==> config.mk <==
export PLATFORM = sky130hd
export DESIGN_NAME = seg_display_scanner
export DESIGN_NICKNAME = d
export VERILOG_FILES = /design/src/rtl/seg_disp_pkg.sv /design/src/rtl/seg_frame_buffer.sv /design/src/rtl/seg_display_scanner.sv
export SDC_FILE = /design/constraint.sdc
export NUM_CORES = 1
export LEC_CHECK = 0
export ABC_AREA = 1
export BUFFER_PORTS_ARGS = -buffer_cell sky130_fd_sc_hd__buf_4
export CAP_MARGIN = 10
export CORE_ASPECT_RATIO = 0.75
export CORE_UTILIZATION = 59
export CTS_CLUSTER_DIAMETER = 200
export DETAILED_ROUTE_END_ITERATION = 7
export HOLD_SLACK_MARGIN = 0.15
export PLACE_DENSITY = 0.82
export SKIP_LAST_GASP = 1
export SYNTH_ARGS = -nofsm -noshare
export SYNTH_HDL_FRONTEND = slang
export SYNTH_SLANG_ARGS = --single-unit
==> constraint.sdc <==
create_clock -name clk -period 2.3 [get_ports clk]
set_input_delay 0.23 -clock clk [delete_from_list [all_inputs] [get_ports clk]]
set_output_delay 0.23 -clock clk [all_outputs]
set_load 0.005 [all_outputs]
==> src/rtl/seg_disp_pkg.sv <==
// Shared types and constants for the 7-segment scan slice.
//   seg_t   : one active-low segment pattern (g..a)
//   frame_t : four patterns; index 0 = seg1, 1 = seg2, 2 = result, 3 = flags
//   state_t : scan FSM states
package seg_disp_pkg;

    typedef logic [6:0] seg_t;
    typedef seg_t [3:0] frame_t;

    localparam int   N_DIGITS = 4;
    localparam seg_t SEG_OFF  = 7'h7F;

    typedef enum logic {
        ST_BLANK,
        ST_DRIVE
    } state_t;

endpackage

==> src/rtl/seg_frame_buffer.sv <==
// One-entry valid/ready frame buffer feeding the display scanner.
// A frame is captured into pending on a handshake and promoted to active
// only on a frame boundary, so the displayed frame never changes mid-scan.
// Ports:
//   clk_i, reset_ni  : clock, asynchronous active-low reset
//   boundary_i       : last drive cycle of digit 3
//   frame_valid_i    : producer offers frame_i
//   frame_i          : four patterns to capture
//   frame_ready_o    : buffer can accept a frame this cycle
//   active_o         : frame currently being displayed
module seg_frame_buffer
    import seg_disp_pkg::*;
(
    input  logic   clk_i,
    input  logic   reset_ni,
    input  logic   boundary_i,
    input  logic   frame_valid_i,
    input  frame_t frame_i,
    output logic   frame_ready_o,
    output frame_t active_o
);

    logic   pend_full_q, pend_full_d;
    frame_t pend_q, pend_d;
    frame_t active_q, active_d;
    logic   xfer;

    // A boundary frees the pending slot in the same cycle, so a full buffer
    // can still accept while its old contents move to active.
    assign frame_ready_o = !pend_full_q || boundary_i;
    assign xfer          = frame_valid_i && frame_ready_o;
    assign active_o      = active_q;

    always_comb begin
        pend_full_d = pend_full_q;
        pend_d      = pend_q;
        active_d    = active_q;
        if (boundary_i && pend_full_q) begin
            active_d    = pend_q;
            pend_full_d = 1'b0;
        end
        if (xfer) begin
            pend_d      = frame_i;
            pend_full_d = 1'b1;
        end
    end

    always_ff @(posedge clk_i or negedge reset_ni) begin
        if (!reset_ni) begin
            pend_full_q <= 1'b0;
            pend_q      <= {N_DIGITS{SEG_OFF}};
            active_q    <= {N_DIGITS{SEG_OFF}};
        end else begin
            pend_full_q <= pend_full_d;
            pend_q      <= pend_d;
            active_q    <= active_d;
        end
    end

endmodule

==> src/rtl/seg_display_scanner.sv <==
// Time-multiplexed driver for four 7-segment digits sharing one segment bus.
// Each digit gets BLANK_CYCLES of all-off followed by DWELL_CYCLES of drive,
// in the order seg1, seg2, result_seg, flags_seg.
// Ports:
//   clk, reset      : clock, asynchronous active-low reset
//   dim             : brightness 0..7 (only with SEG_DIM_EN defined)
//   frame_valid     : new frame presented on seg1/seg2/result_seg/flags_seg
//   frame_ready     : frame can be accepted this cycle
//   seg1..flags_seg : active-low patterns for digits 0..3
//   seg_out         : shared active-low segment bus (registered)
//   dig_en_n        : active-low one-hot digit enables (registered)
//   frame_tick      : pulse on the last drive cycle of digit 3
// Optional feature macro: SEG_DIM_EN (adds dim input and PWM within dwell).
module seg_display_scanner
    import seg_disp_pkg::*;
#(
    parameter int DWELL_CYCLES = 50000,
    parameter int BLANK_CYCLES = 500
) (
    input  logic       clk,
    input  logic       reset,
`ifdef SEG_DIM_EN
    input  logic [2:0] dim,
`endif
    input  logic       frame_valid,
    output logic       frame_ready,
    input  logic [6:0] seg1,
    input  logic [6:0] seg2,
    input  logic [6:0] result_seg,
    input  logic [6:0] flags_seg,
    output logic [6:0] seg_out,
    output logic [3:0] dig_en_n,
    output logic       frame_tick
);

    localparam int DCW = $clog2(DWELL_CYCLES);
    localparam int BCW = (BLANK_CYCLES > 1) ? $clog2(BLANK_CYCLES) : 1;
    localparam logic [DCW-1:0] DWELL_LAST = DCW'(DWELL_CYCLES - 1);
    localparam logic [BCW-1:0] BLANK_LAST = BCW'(BLANK_CYCLES - 1);

    if (DWELL_CYCLES < 2) begin : g_dwell_chk
        $error("DWELL_CYCLES must be at least 2");
    end
    if (BLANK_CYCLES < 1) begin : g_blank_chk
        $error("BLANK_CYCLES must be at least 1");
    end
`ifdef SEG_DIM_EN
    if ((DWELL_CYCLES % 8) != 0) begin : g_dim_chk
        $error("DWELL_CYCLES must be a multiple of 8 when dimming is enabled");
    end
`endif

    state_t         state_q, state_d;
    logic [1:0]     digit_q, digit_d;
    logic [DCW-1:0] dwell_cnt_q, dwell_cnt_d;
    logic [BCW-1:0] blank_cnt_q, blank_cnt_d;
    logic [6:0]     seg_q, seg_d;
    logic [3:0]     en_q, en_d;
    logic           tick_q, tick_d;
    frame_t         frame_in;
    frame_t         active;
`ifdef SEG_DIM_EN
    logic [31:0]    dim_lhs, dim_rhs;
`endif

    assign frame_in = {flags_seg, result_seg, seg2, seg1};

    // tick_q is high exactly on the boundary cycle, so it doubles as the
    // buffer's promote strobe without any extra decode.
    seg_frame_buffer u_buf (
        .clk_i         (clk),
        .reset_ni      (reset),
        .boundary_i    (tick_q),
        .frame_valid_i (frame_valid),
        .frame_i       (frame_in),
        .frame_ready_o (frame_ready),
        .active_o      (active)
    );

    always_comb begin
        state_d     = state_q;
        digit_d     = digit_q;
        dwell_cnt_d = dwell_cnt_q;
        blank_cnt_d = blank_cnt_q;
        case (state_q)
            ST_BLANK: begin
                if (blank_cnt_q == BLANK_LAST) begin
                    state_d     = ST_DRIVE;
                    blank_cnt_d = '0;
                end else begin
                    blank_cnt_d = blank_cnt_q + BCW'(1);
                end
            end
            ST_DRIVE: begin
                if (dwell_cnt_q == DWELL_LAST) begin
                    state_d     = ST_BLANK;
                    dwell_cnt_d = '0;
                    digit_d     = digit_q + 2'd1;
                end else begin
                    dwell_cnt_d = dwell_cnt_q + DCW'(1);
                end
            end
            default: state_d = ST_BLANK;
        endcase
    end

    // Outputs are decoded from next-state and registered so they line up
    // with the state register. Active only changes on the boundary edge,
    // which is always followed by a blank phase, so reading it here is safe.
    always_comb begin
        seg_d  = SEG_OFF;
        en_d   = '1;
        tick_d = 1'b0;
`ifdef SEG_DIM_EN
        dim_lhs = 32'(dwell_cnt_d) * 32'd8;
        dim_rhs = (32'(dim) + 32'd1) * 32'(DWELL_CYCLES);
`endif
        if (state_d == ST_DRIVE) begin
            en_d   = ~(4'b0001 << digit_d);
            seg_d  = active[digit_d];
            tick_d = (digit_d == 2'd3) && (dwell_cnt_d == DWELL_LAST);
`ifdef SEG_DIM_EN
            if (dim_lhs >= dim_rhs) begin
                seg_d = SEG_OFF;
            end
`endif
        end
    end

    always_ff @(posedge clk or negedge reset) begin
        if (!reset) begin
            state_q     <= ST_BLANK;
            digit_q     <= '0;
            dwell_cnt_q <= '0;
            blank_cnt_q <= '0;
            seg_q       <= SEG_OFF;
            en_q        <= '1;
            tick_q      <= 1'b0;
        end else begin
            state_q     <= state_d;
            digit_q     <= digit_d;
            dwell_cnt_q <= dwell_cnt_d;
            blank_cnt_q <= blank_cnt_d;
            seg_q       <= seg_d;
            en_q        <= en_d;
            tick_q      <= tick_d;
        end
    end

    assign seg_out    = seg_q;
    assign dig_en_n   = en_q;
    assign frame_tick = tick_q;

endmodule

Word-level counts from Yosys, hierarchy flattened --
Index checks and enable logic that the tools add are counted. Widths: inputs -> output; s select.
Storage, ports and cells: bits in registers 97, bits of input ports 31, output and inout bits 13, logic and storage cells 48
Operators by class: $add $sub $neg 3, magnitude comparators 1, equal/unequal tests 4, shift operators 1, multiplexer cells 15, bitwise logic cells 2, reductions and logical operators 6
Operators with widths (number):
- $eq 16x16->1 const B | 2
- $mux 16 | 2
- $add 16x1->16 const B | 1
- $bmux 7 s2 | 1
- $mux 7 | 2
- $add 9x1->9 const B | 1
- $eq 9x9->1 const B | 1
- $mux 9 | 1
- $mux 1 | 5
- $mux 2 | 2
- $mux 4 | 1
- $not 4->4 | 1
- $shl 1x2->4 const A | 1
- $logic_and 1x1->1 | 3
- $lt 2x3->1 const B | 1
- $add 2x1->2 const B | 1
- $eq 2x2->1 const B | 1
- $pmux 1 s2 | 1
- $reduce_bool 2->1 | 1
- $logic_not 1->1 | 1
- $logic_or 1x1->1 | 1
- $not 1->1 | 1

Longest topological paths before layout --
Gate-level depths: netlist (run 1).
depth after elaboration 6, depth in mapped cells 13, gate-level depth less buffers 12

Cells and area by module --
From an unflattened synthesis (run 1), not the netlist that was laid out.
Second synthesis, totals: cells, all modules 565, area, all modules 4628.2 um^2
Modules (own cells, without submodules):
- seg_display_scanner | times used 1, cells an instance 318, area each 2318.5 um^2, seq. area each 1014.7 um^2
- seg_frame_buffer | times used 1, cells an instance 247, area each 2309.7 um^2, seq. area each 1496.4 um^2

Least setup slack after synthesis (run 1) --
No wires, ideal clock.
path type flip-flop to flip-flop, from register dwell_cnt_q[0], to register seg_q[0] (netlist: seg_out[0]), setup time 84 ps, arrival time 1541 ps, data required time 2216 ps, slack 675 ps, stages on the path, launching flop included 12, path buffers 1, period minus slack after synthesis 1625 ps, cell sequence dfrtp_1 > ha_1 > nand3_1 > nor2_2 > nand2_2 > o21ai_4 > nand2_4 > buf_6 > nand2_1 > nand2_2 > nand2_1 > nand3_1
On the way: cells in the longest elaborated chain, start to end 6, elaborated cells on any way between the ends 8, classes of those cells eq/ne: 1; mux: 7
RTL lines:
- start, declared | RTL line seg_display_scanner.sv:55 | logic [DCW-1:0] dwell_cnt_q, dwell_cnt_d;
- start signal, assigned | RTL line seg_display_scanner.sv:142 | dwell_cnt_q <= dwell_cnt_d;
- $eq 16x16->1 | RTL line seg_display_scanner.sv:95 | if (dwell_cnt_q == DWELL_LAST) begin
- $mux 2 | RTL line seg_display_scanner.sv:95
- $mux 2 | RTL line seg_display_scanner.sv:85 | case (state_q)
- net digit_d[0] | RTL line seg_display_scanner.sv:54 | logic [1:0] digit_q, digit_d;
- $bmux 7 s2 | RTL line seg_display_scanner.sv:120 | seg_d = active[digit_d];
- $mux 7 (not written as such) | RTL line seg_display_scanner.sv:120
- $mux 7 | RTL line seg_display_scanner.sv:118 | if (state_d == ST_DRIVE) begin
- net seg_d[0] | RTL line seg_display_scanner.sv:57 | logic [6:0] seg_q, seg_d;
- end signal, assigned | RTL line seg_display_scanner.sv:144 | seg_q <= seg_d;
- end, declared | RTL line seg_display_scanner.sv:57
The timed path passes the listed nets, and every way through them passes these cells. The select of a mux whose other input is x is not followed. A chain may end at the register's enable or synchronous reset.

Final worst setup path (run 1) --
from register dwell_cnt_q[1], to register seg_q[6] (netlist: seg_out[6])
On the way: cells in the longest elaborated chain, start to end 6, elaborated cells on any way between the ends 8, classes of those cells eq/ne: 1; mux: 7
RTL lines (RTL line):
- $eq 16x16->1 * | seg_display_scanner.sv:95
- $mux 2 | seg_display_scanner.sv:95
- $mux 2 | seg_display_scanner.sv:85
- $bmux 7 s2 | seg_display_scanner.sv:120
- $mux 7 (not written as such) | seg_display_scanner.sv:120
- $mux 7 * | seg_display_scanner.sv:118
- net seg_d[6] | seg_display_scanner.sv:57
Mark *: on every way through the listed nets, which the timed path passes. The rest lies on a longest branch. The select of a mux whose other input is x is not followed.

==> results of run 1 <==
-- routing by layer --
metal  vias to the layer above  wire length, um  GRT usage (%)
met1                      1688             4425          36.16
li1                       1721                -              -
met3                         7              395          5.699
met4                         0               85          7.042
met5                         -                0              0
met2                        95             4695          41.32
-- logic make-up (layout without fill, tap and decap cells) --
| logic type | Yosys count | after routing |
|---|---|---|
| AND/OR/NAND/NOR | 245 | 245 |
| XOR/XNOR | 4 | 4 |
| AO/OA/AOI/OAI | 40 | 40 |
| multiplexers | 34 | 34 |
| flip-flops | 97 | 97 |
| adder cells (fa/ha/maj) | 2 | 2 |
| buffers and inverters | 68 | 148 |
-- sequential cells by signal, indices dropped and copies added, names as in the netlist --
signal             cells
u_buf.pend_full_q      1
blank_cnt_q            9
dwell_cnt_q           16
seg_out                7
dig_en_n               4
state_q                1
u_buf.active_o        28
digit_q                2
u_buf.pend_q          28
frame_tick             1
-- cell usage after synthesis (7+ instances only) --
library cell / number
nand2_2: 9
clkbuf_1: 9
a21oi_1: 15
o21ai_0: 21
dfstp_2: 67
nor3_1: 7
mux2_2: 34
dfrtp_1: 30
nand2_1: 119
nand4_1: 7
nand3_1: 47
inv_1: 51
nor2_1: 44
-- path summary, 6_finish.rpt --
| path | from | to | cells past startpoint |
|---|---|---|---|
| setup reg to reg | dwell_cnt_q[1] | seg_out[6] | 10 |
| setup / recovery | dwell_cnt_q[1] | seg_out[6] | 10 |
| min in group clk | frame_valid | u_buf.pend_full_q | 4 |
| hold / removal | reset | dwell_cnt_q[5] | 2 |
| hold reg to reg | u_buf.pend_q[23] | u_buf.pend_q[23] | 2 |
| max in group asynchronous | reset | dwell_cnt_q[1] | 3 |
-- critical path, stage by stage (launching register included) --
cell	delay [ps]
dfrtp_1	400
ha_1	240
nand3_1	130
nor2_2	130
nand2_2	130
o21ai_4	400
nand2_4	210
nand2_1	120
nand2_2	50
nand2_1	80
nand3_1	70
-- power breakdown --
group / total, mW / internal [mW] / switching [mW]
combinational: 0.114 / 0.0662 / 0.0475
sequential: 1.71 / 1.71 / 0
clock: 1.10 / 0.472 / 0.633
-- final cells by class --
type	count	area, sq um	area share, %
Inverter	54	205.2	3.752
Sequential cell	97	2511	45.92
Timing Repair Buffer	78	658.1	12.03
Clock buffer	11	151.4	2.768
Clock inverter	5	46.29	0.8465
Multi-Input combinational cell	325	1770	32.37
Tap cell	101	126.4	2.311
==> results by group, run 1 <==
Placed design
  – RePlAce Congestion: 0.8829
  – Post-place setup slack: between 300 and 400 ps
  – Placed cells: approximately 630
  – Port Buffers: 43
  – Final HPWL DP: between 6000 and 7000 um
  – Post-DP Area: ~0.005 sq mm

Drt
  – Drt wl/cell: between 10 and 15 um
  – Post-Route WL: just under 10,000 um
  – DRC: 0
  – Initial DRC Count: 122
  – Antenna-violating nets left: 0
  – Vias/cell: roughly 5.2
  – Pre-antenna DRT Iters: 5
  – DR vias: between 3,000 and 4,000

Finish
  – Final core occ: 73.92%
  – Post-layout instance area: 0.005469 sq mm
  – Fillers: between 500 and 600
  – Layout Nets: 598
  – Final Instance Count excl. Fillers: between 600 and 700
  – Share of post-route cells with drive strength above 1: about a third
  – Area grow syn2layout: 20.05%
  – Leading cell type in the layout, fill and taps excluded: nand2_1
  – Most frequent cells in the layout: nand2_1 (119), dfstp_2 (67), inv_1 (51)
  – Diodes inserted: 0

Clock network
  – Root Driver: clkbuf_8
  – Clk Latency, worst-skew pair: 370 ps
  – CTS tree: built
  – # clock sinks: 97
  – Htree depth: 3
  – CTS Hold Buffers Added: 29
  – Clock slew at reported path FFs: ~100 ps
  – CTS max path bufs: 2
  – CTS Buf Count: 9
  – Resized Gates After CTS: 0
  – Post-CTS Setup Repair Bufs: 0

Setup path
  – Worst Path Required: about 2600 ps
  – Crit path kind: flip-flop to flip-flop
  – Crit path launch type: flip-flop
  – Reg-to-reg slack, setup: about 260 ps
  – CP max FO: 16
  – Crit path DAT: 2340 ps
  – Crit end category: flip-flop

Global routing
  – Grt total ovfl: 0
  – Largest net degree at the start of global routing: 48
  – First-pass GRT wire length: 15,810 um
  – Initial antenna violation count: 0
  – Overall routing resource usage: approximately a quarter
  – Vias in the first global route: 3,309

STA
  – RSZ-0062 raised after global routing: no
  – Final worst slack: approximately 260 ps
  – Tcrit/Tclk final: between 80% and 90%
  – Fmax: 489.3 MHz
  – Final Critical Period: a little over 2000 ps
  – Final hold violation count: 0
  – Max-slew violations: 0
  – Slew headroom: about three fifths
  – Setup TNS: 0 ps
  – Worst Clk Skew: approximately 8.6 ps
  – Final hold slack: ~180 ps
  – Setup-failing EPs final: 0
  – Worst Max-Slew Pin Slew: a little under 600 ps

Floorplanning
  – Die Span Y: slightly below 80 um
  – Die area: about 0.008 sq mm
  – Chip Width: ~100 um
  – I/O Pins: 44
  – Row cnt: 27
  – Core area: between 0.007 and 0.008 sq mm
  – Starting Density: 61.58%

Synth
  – Top cells by area, synth: dfstp_2 (39%), dfrtp_1 (16%), nand2_1 (9.8%)
  – Synthesized Nets: 523
  – Synth Register Bits: slightly below 100
  – Synth cell types: 33
  – Mean post-synth cell area: ~9.3 sq um
  – Leading area contributor after synthesis: dfstp_2
  – Netlist area before placement: roughly 0.0046 sq mm
  – Post-synthesis xor/xnor area fraction: between 1 and 1.5%
  – Synth top area share: about two fifths
  – Synthesized netlist cell count: a little under 500
  – Simple-gate share of the synthesized area: around a quarter
  – Post-synthesis mux area share: between 8 and 9%
  – Post-synthesis sequential area ratio: a little under three fifths
  – Share of flip-flops with an asynchronous set or reset: 100.0%
  – Adder-Cell Fraction of Synth Area: 0.5493%
  – Compound-cell area share of the yosys netlist: 4.779%
  – Top_reg_cell synth: dfstp_2
  – Yosys Warn Count: 0
  – Post-synth EDFFs: 0
  – Main combinational cell family by area after synthesis: simple AND/OR/NAND/NOR gates

Hold path
  – Hold Crit Class: primary input to async pin

Outcome
  – Outcome: finished, final reports clean

Flow run
  – Max_cap viols: 0

Power and ir drop
  – Max IR drop VDD: 0.3757 mV
  – Pwr Density: about 540 mW/mm^2
  – Static Leak: ~2.5 nW
  – Total power draw: between 2 and 3 mW
Note: power is estimated with default switching activity, not from simulation.
==> run 2, diff against run 1 <==
CORE_MARGIN = 2   (was not set)
REMOVE_ABC_BUFFERS = 1   (was not set)
SKIP_LAST_GASP = not set   (was 1)
==> run 2 against run 1 <==
Maximum frequency shrank 1.3%. Clock power about the same. Sequential share of layout area hardly changed. First-iteration DRC count grew 84%. Die area rose by 4.5%. Highest routed layer unchanged. Critical path type unchanged. Sequential cell count unchanged. Sequential power hardly changed. Core utilization grew 0.051 points. Combinational power hardly changed.
==> results by group, run 2 (synthesis results as in run 1) <==
Outcome
  – Outcome: finished, final reports clean (unchanged)

Hold path
  – Hold Crit Class: primary input to flip-flop (was primary input to async pin)
  – Hold path depth: 4

Finish
  – Layout Nets: 597 (was 598)
  – Diodes inserted: 0 (unchanged)
  – Share of post-route cells with drive strength above 1: 33.22% (was 33.33%)
  – Most frequent cells in the layout: nand2_1 (119), dfstp_2 (67), inv_1 (51) (unchanged)
  – Leading cell type in the layout, fill and taps excluded: nand2_1 (unchanged)
  – Post-layout instance area: 0.005473 sq mm (was 0.005469 sq mm)
  – Area grow syn2layout: 20.13% (was 20.05%)

Global routing
  – Grt total ovfl: 0 (unchanged)
  – Initial antenna violation count: 0 (unchanged)
  – First-pass GRT wire length: 16,230 um (was 15,810 um)
  – Overall routing resource usage: 25.09% (was 26.04%)
  – Vias in the first global route: 3,385 (was 3,309)
  – Largest net degree at the start of global routing: 57 (was 48)

Setup path
  – Crit path DAT: 2360 ps (was 2340 ps)
  – Worst Path Required: 2590 ps (was 2600 ps)
  – Worst reg-to-reg path cell count: 10 (unchanged)
  – Crit path launch type: flip-flop (unchanged)
  – Crit path kind: flip-flop to flip-flop (unchanged)
  – CP max FO: 16 (unchanged)
  – Crit end category: flip-flop (unchanged)

STA
  – Tcrit/Tclk final: 90.06% (was 88.86%)
  – Final Critical Period: 2071 ps (was 2044 ps)
  – Fmax: 482.7 MHz (was 489.3 MHz)
  – Slew headroom: 35.57% (was 61.18%)
  – Worst Clk Skew: 7.383 ps (was 8.606 ps)
  – Worst Max-Slew Pin Slew: 964.1 ps (was 582.4 ps)
  – RSZ-0062 raised after global routing: no (unchanged)
  – Setup TNS: 0 ps (unchanged)
  – Final hold violation count: 0 (unchanged)
  – Max-slew violations: 0 (unchanged)
  – Setup-failing EPs final: 0 (unchanged)

Drt
  – Drt wl/cell: 14.48 um (was 14.31 um)
  – Initial DRC Count: 224 (was 122)
  – Vias/cell: 5.319 (was 5.232)
  – DRC: 0 (unchanged)
  – DR vias: 3,564 (was 3,511)
  – Post-Route WL: 9699 um (was 9602 um)
  – Pre-antenna DRT Iters: 5 (unchanged)
  – Antenna-violating nets left: 0 (unchanged)

Clock network
  – CTS Buf Count: 9 (unchanged)
  – Root Driver: clkbuf_8 (unchanged)
  – Clk Latency, worst-skew pair: 360 ps (was 370 ps)
  – CTS max path bufs: 2 (unchanged)
  – # clock sinks: 97 (unchanged)
  – CTS tree: built (unchanged)
  – Clock slew at reported path FFs: 100 ps (about the same)
  – Post-CTS Setup Repair Bufs: 0 (unchanged)
  – Htree depth: 3 (unchanged)

Floorplanning
  – Die Span Y: 80.10 um (was 78.10 um)
  – Die area: 0.008448 sq mm (was 0.008081 sq mm)
  – I/O Pins: 44 (unchanged)
  – Starting Density: 61.58% (unchanged)
  – Core area: 0.007398 sq mm (unchanged)
  – Row cnt: 27 (unchanged)
  – Chip Width: 105.5 um (was 103.5 um)

Placed design
  – Port Buffers: 43 (unchanged)
  – RePlAce Congestion: 0.8964 (was 0.8829)
  – Post-DP Area: 0.004986 sq mm (was 0.004981 sq mm)
  – Final HPWL DP: 6589 um (was 6413 um)

Power and ir drop
  – Static Leak: 2.538 nW (was 2.545 nW)
  – Pwr Density: 530.5 mW/mm^2 (was 535.6 mW/mm^2)
  – Max IR drop VDD: 0.3784 mV (was 0.3757 mV)

Flow run
  – Max_cap viols: 0 (unchanged)
run 2: what timing repair did:
action | in CTS | in global routing
resized for setup | 0 | 0
endpoints found under the setup margin | 0 | 0
hold buffers | 29 | 0
hold endpoints to repair | 52 | 0
run 2: layout make-up:
type | instances | area (sq um)
fillers | 518 | 1926
flip-flops and latches | 97 | 2511
inverters | 54 | 205.2
clock buffers | 9 | 123.9
well taps | 101 | 126.4
repair buffers | 77 | 663.1
clock inverters | 7 | 72.57
multi-input cells | 325 | 1770
run 2: path summary, 6_finish.rpt:
kind	start	to	slack, ps
min in group asynchronous	reset	blank_cnt_q[8]	380
worst min register to register	u_buf.pend_q[19]	u_buf.pend_q[19]	480
worst max-delay path	dwell_cnt_q[1]	seg_out[0]	230
worst max register to register	dwell_cnt_q[1]	seg_out[0]	230
max in group asynchronous	reset	u_buf.pend_q[1]	1210
worst min-delay path	frame_valid	u_buf.pend_full_q	370
run 2: stage by stage:
stage | total power [mW] | utilization [%] | setup WS (ps) | std cells | hold slack, ps
final | 2.903 | 73.97 | 228.5 | 670 | 366.6
after global routing | 3.018 | 73.97 | 54.43 | 670 | 419.2
after CTS | 2.930 | 73.97 | 253.0 | 670 | 370.2
after detailed placement | 1.815 | 67.39 | 282.7 | 625 | 252.8
after global placement | 1.813 | 67.39 | 439.9 | 625 | 246.0
after floorplan | 1.740 | - | 411.3 | 476 | -65.59
run 2: critical path, cell delays in order (launching register included):
cell and delay [ps]:
dfrtp_1 420, ha_1 240, nand3_1 120, nor2_2 130
nand2_2 120, o21ai_4 400, nand2_4 220, nand2_1 110
nand2_1 70, nand2_1 70, nand3_1 80
run 2: metal layers:
layer	GRT usage, %	routed length (um)	vias to the layer above
met1	34.39	4395	1715
met2	40.71	4669	114
li1	-	-	1723
met3	4.870	495	12
met4	8.133	139	0
met5	0	0	-
run 2: power by group:
group          internal, mW  leakage, nW  switching [mW]
clock network         0.427       0.0970           0.651
registers              1.71         1.09               0
logic                0.0675         1.35          0.0469
total                  2.21         2.54           0.698
==> run 3, diff against run 2 <==
BUFFER_PORTS_ARGS = not set   (was -buffer_cell sky130_fd_sc_hd__buf_4)
CORE_UTILIZATION = 60   (was 59)
DONT_BUFFER_PORTS = 1   (was not set)
PLACE_DENSITY = 0.78   (was 0.82)
==> run 3 against run 2 <==
The run now ends with negative hold slack left. Core utilization decreased by 4.9 points. Count of clock-buffer cells in the layout up 1. Setup slack better by 32 ps. Total power is 5.6% lower. Register-to-register slack better by 30 ps. Clock power is 8% lower. Critical endpoint is now seg_out[2].
==> results by group, run 3 (synthesis results as in run 1) <==
Hold path
  – Hold Crit Class: primary input to async pin (was primary input to flip-flop)

Power and ir drop
  – P_int: 2.140 mW (was 2.206 mW)
  – Max IR drop VDD: 0.4714 mV (was 0.3784 mV)
  – Total power draw: 2.740 mW (was 2.903 mW)
  – Combinational share of power: 1.4% (was 3.9%)
  – Sw power: 0.6005 mW (was 0.6976 mW)
  – Clk pwr share: 36.1% (was 37.1%)
  – Pwr Density: 539.0 mW/mm^2 (was 530.5 mW/mm^2)
  – Sw frac: 21.91% (was 24.03%)
  – Seq pwr share: 62.4% (was 58.9%)
  – Static Leak: 2.314 nW (was 2.538 nW)

Placed design
  – Port Buffers: 0 (was 43)
  – Final HPWL DP: 6147 um (was 6589 um)
  – Post-place setup slack: 322.3 ps (was 282.7 ps)
  – Placed cells: 580 (was 625)
  – RePlAce Congestion: 0.9310 (was 0.8964)

Global routing
  – Vias in the first global route: 3,157 (was 3,385)
  – First-pass GRT wire length: 15,730 um (was 16,230 um)
  – Largest net degree at the start of global routing: 98 (was 57)
  – Grt total ovfl: 0 (unchanged)
  – Initial antenna violation count: 0 (unchanged)
  – Overall routing resource usage: 24.41% (was 25.09%)

Setup path
  – Crit path DAT: 2340 ps (was 2360 ps)
  – Crit path kind: flip-flop to flip-flop (unchanged)
  – Crit path launch type: flip-flop (unchanged)
  – Worst Path Required: 2600 ps (was 2590 ps)
  – CP max FO: 16 (unchanged)
  – Critical R2R Launch: dwell_cnt_q[12] (was dwell_cnt_q[1])
  – Crit end category: flip-flop (unchanged)
  – Worst Setup SP: dwell_cnt_q[12] (was dwell_cnt_q[1])

Clock network
  – Clock slew at reported path FFs: 90 ps (was 100 ps)
  – Post-CTS Setup Repair Bufs: 0 (unchanged)
  – Resized Gates After CTS: 0 (unchanged)
  – CTS Buf Count: 9 (unchanged)
  – CTS max path bufs: 2 (unchanged)
  – CTS tree: built (unchanged)
  – Clk Latency, worst-skew pair: 370 ps (was 360 ps)
  – # clock sinks: 97 (unchanged)
  – CTS Hold Buffers Added: 28 (was 29)
  – Root Driver: clkbuf_8 (unchanged)
  – Htree depth: 3 (unchanged)

STA
  – Final Critical Period: 2040 ps (was 2071 ps)
  – Worst Max-Slew Pin Slew: 470.7 ps (was 964.1 ps)
  – Tcrit/Tclk final: 88.68% (was 90.06%)
  – Max-slew violations: 0 (unchanged)
  – Fmax: 490.3 MHz (was 482.7 MHz)
  – Final worst slack: 260.4 ps (was 228.5 ps)
  – RSZ-0062 raised after global routing: no (unchanged)
  – Worst Clk Skew: 4.949 ps (was 7.383 ps)
  – Final hold violation count: 97 (was 0)
  – Slew headroom: 68.62% (was 35.57%)
  – Final hold slack: -449.8 ps (was 366.6 ps)
  – Setup TNS: 0 ps (unchanged)
  – Setup-failing EPs final: 0 (unchanged)

Outcome
  – Outcome: finished with violations (was finished, final reports clean)
  – Failing checks: negative hold slack

Floorplanning
  – Chip Width: 104.6 um (was 105.5 um)
  – Row cnt: 27 (unchanged)
  – Core area: 0.007365 sq mm (was 0.007398 sq mm)
  – I/O Pins: 44 (unchanged)
  – Die area: 0.008313 sq mm (was 0.008448 sq mm)
  – Starting Density: 61.86% (was 61.58%)
  – Die Span Y: 79.46 um (was 80.10 um)

Drt
  – DRC: 0 (unchanged)
  – Antenna-violating nets left: 0 (unchanged)
  – Post-Route WL: 9455 um (was 9699 um)
  – Drt wl/cell: 15.15 um (was 14.48 um)
  – Vias/cell: 5.359 (was 5.319)
  – DR vias: 3,344 (was 3,564)
  – Pre-antenna DRT Iters: 5 (unchanged)
  – Initial DRC Count: 177 (was 224)

Flow run
  – Max_cap viols: 0 (unchanged)

Finish
  – Reg area: 0.002511 sq mm (unchanged)
  – Fillers: 573 (was 518)
  – Final Instance Count excl. Fillers: 624 (was 670)
  – Multi-input logic area: 0.001770 sq mm (unchanged)
  – Share of post-route cells with drive strength above 1: 27.34% (was 33.22%)
  – Diodes inserted: 0 (unchanged)
  – Layout Nets: 551 (was 597)
  – Most frequent cells in the layout: nand2_1 (119), dfstp_2 (67), inv_1 (51) (unchanged)
  – Area grow syn2layout: 11.59% (was 20.13%)
  – Leading cell type in the layout, fill and taps excluded: nand2_1 (unchanged)
==> run 3: power groups by stage <==
stage	logic, mW	clock network [mW]	registers (mW)
after floorplan	0.000427	0	1.74
after global placement	0.000427	0	1.74
after detailed placement	0.000427	0	1.74
after CTS	0.0384	1.02	1.71
after global routing	0.0417	1.09	1.71
final	0.0397	0.990	1.71
==> run 3: path summary, 6_finish.rpt <==
kind / end / slack (ps) / cells past startpoint
max in group asynchronous: u_buf.pend_q[1] / 2520 / 0
hold reg to reg: u_buf.pend_q[21] / 470 / 2
min in group clk: u_buf.pend_full_q / 300 / 3
setup / recovery: seg_out[2] / 260 / 10
hold / removal: blank_cnt_q[3] / -450 / 0
setup reg to reg: seg_out[2] / 260 / 10
==> run 3: layout make-up <==
cell class	count	share of cell area [%]
timing repair buffer	31	5.956
clock buffer	10	2.510
multi-input combinational	325	34.83
inverter	54	4.036
clock inverter	6	0.7876
sequential	97	49.40
tap	101	2.486
==> run 3: worst max-delay path, cell delays in order, from the launching register on <==
cell     delay [ps]
dfrtp_1         450
nor2_1          160
nand2_1         100
nor2_1          180
nand2_2         150
o21ai_4         390
nand2_4         220
nand2_1         100
nand2_1          50
nand2_1          80
nand3_1          80
==> run 3: per-layer routing <==
metal / track usage [%] / part of all wire [%]
met1: 34.31 / 48
met2: 39.02 / 47
met3: 5.306 / 4.2
met4: 6.400 / 1.0
met5: 0 / 0
==> run 3: stage by stage <==
| stage | instance area [sq um] | utilization, % |
|---|---|---|
| 3_3_place_gp | 4636 | 62.95 |
| 3_5_place_dp | 4636 | 62.95 |
| 4_1_cts | 5084 | 69.03 |
| 6_report | 5084 | 69.03 |
| 5_1_grt | 5084 | 69.03 |
| 2_1_floorplan | 4487 | - |
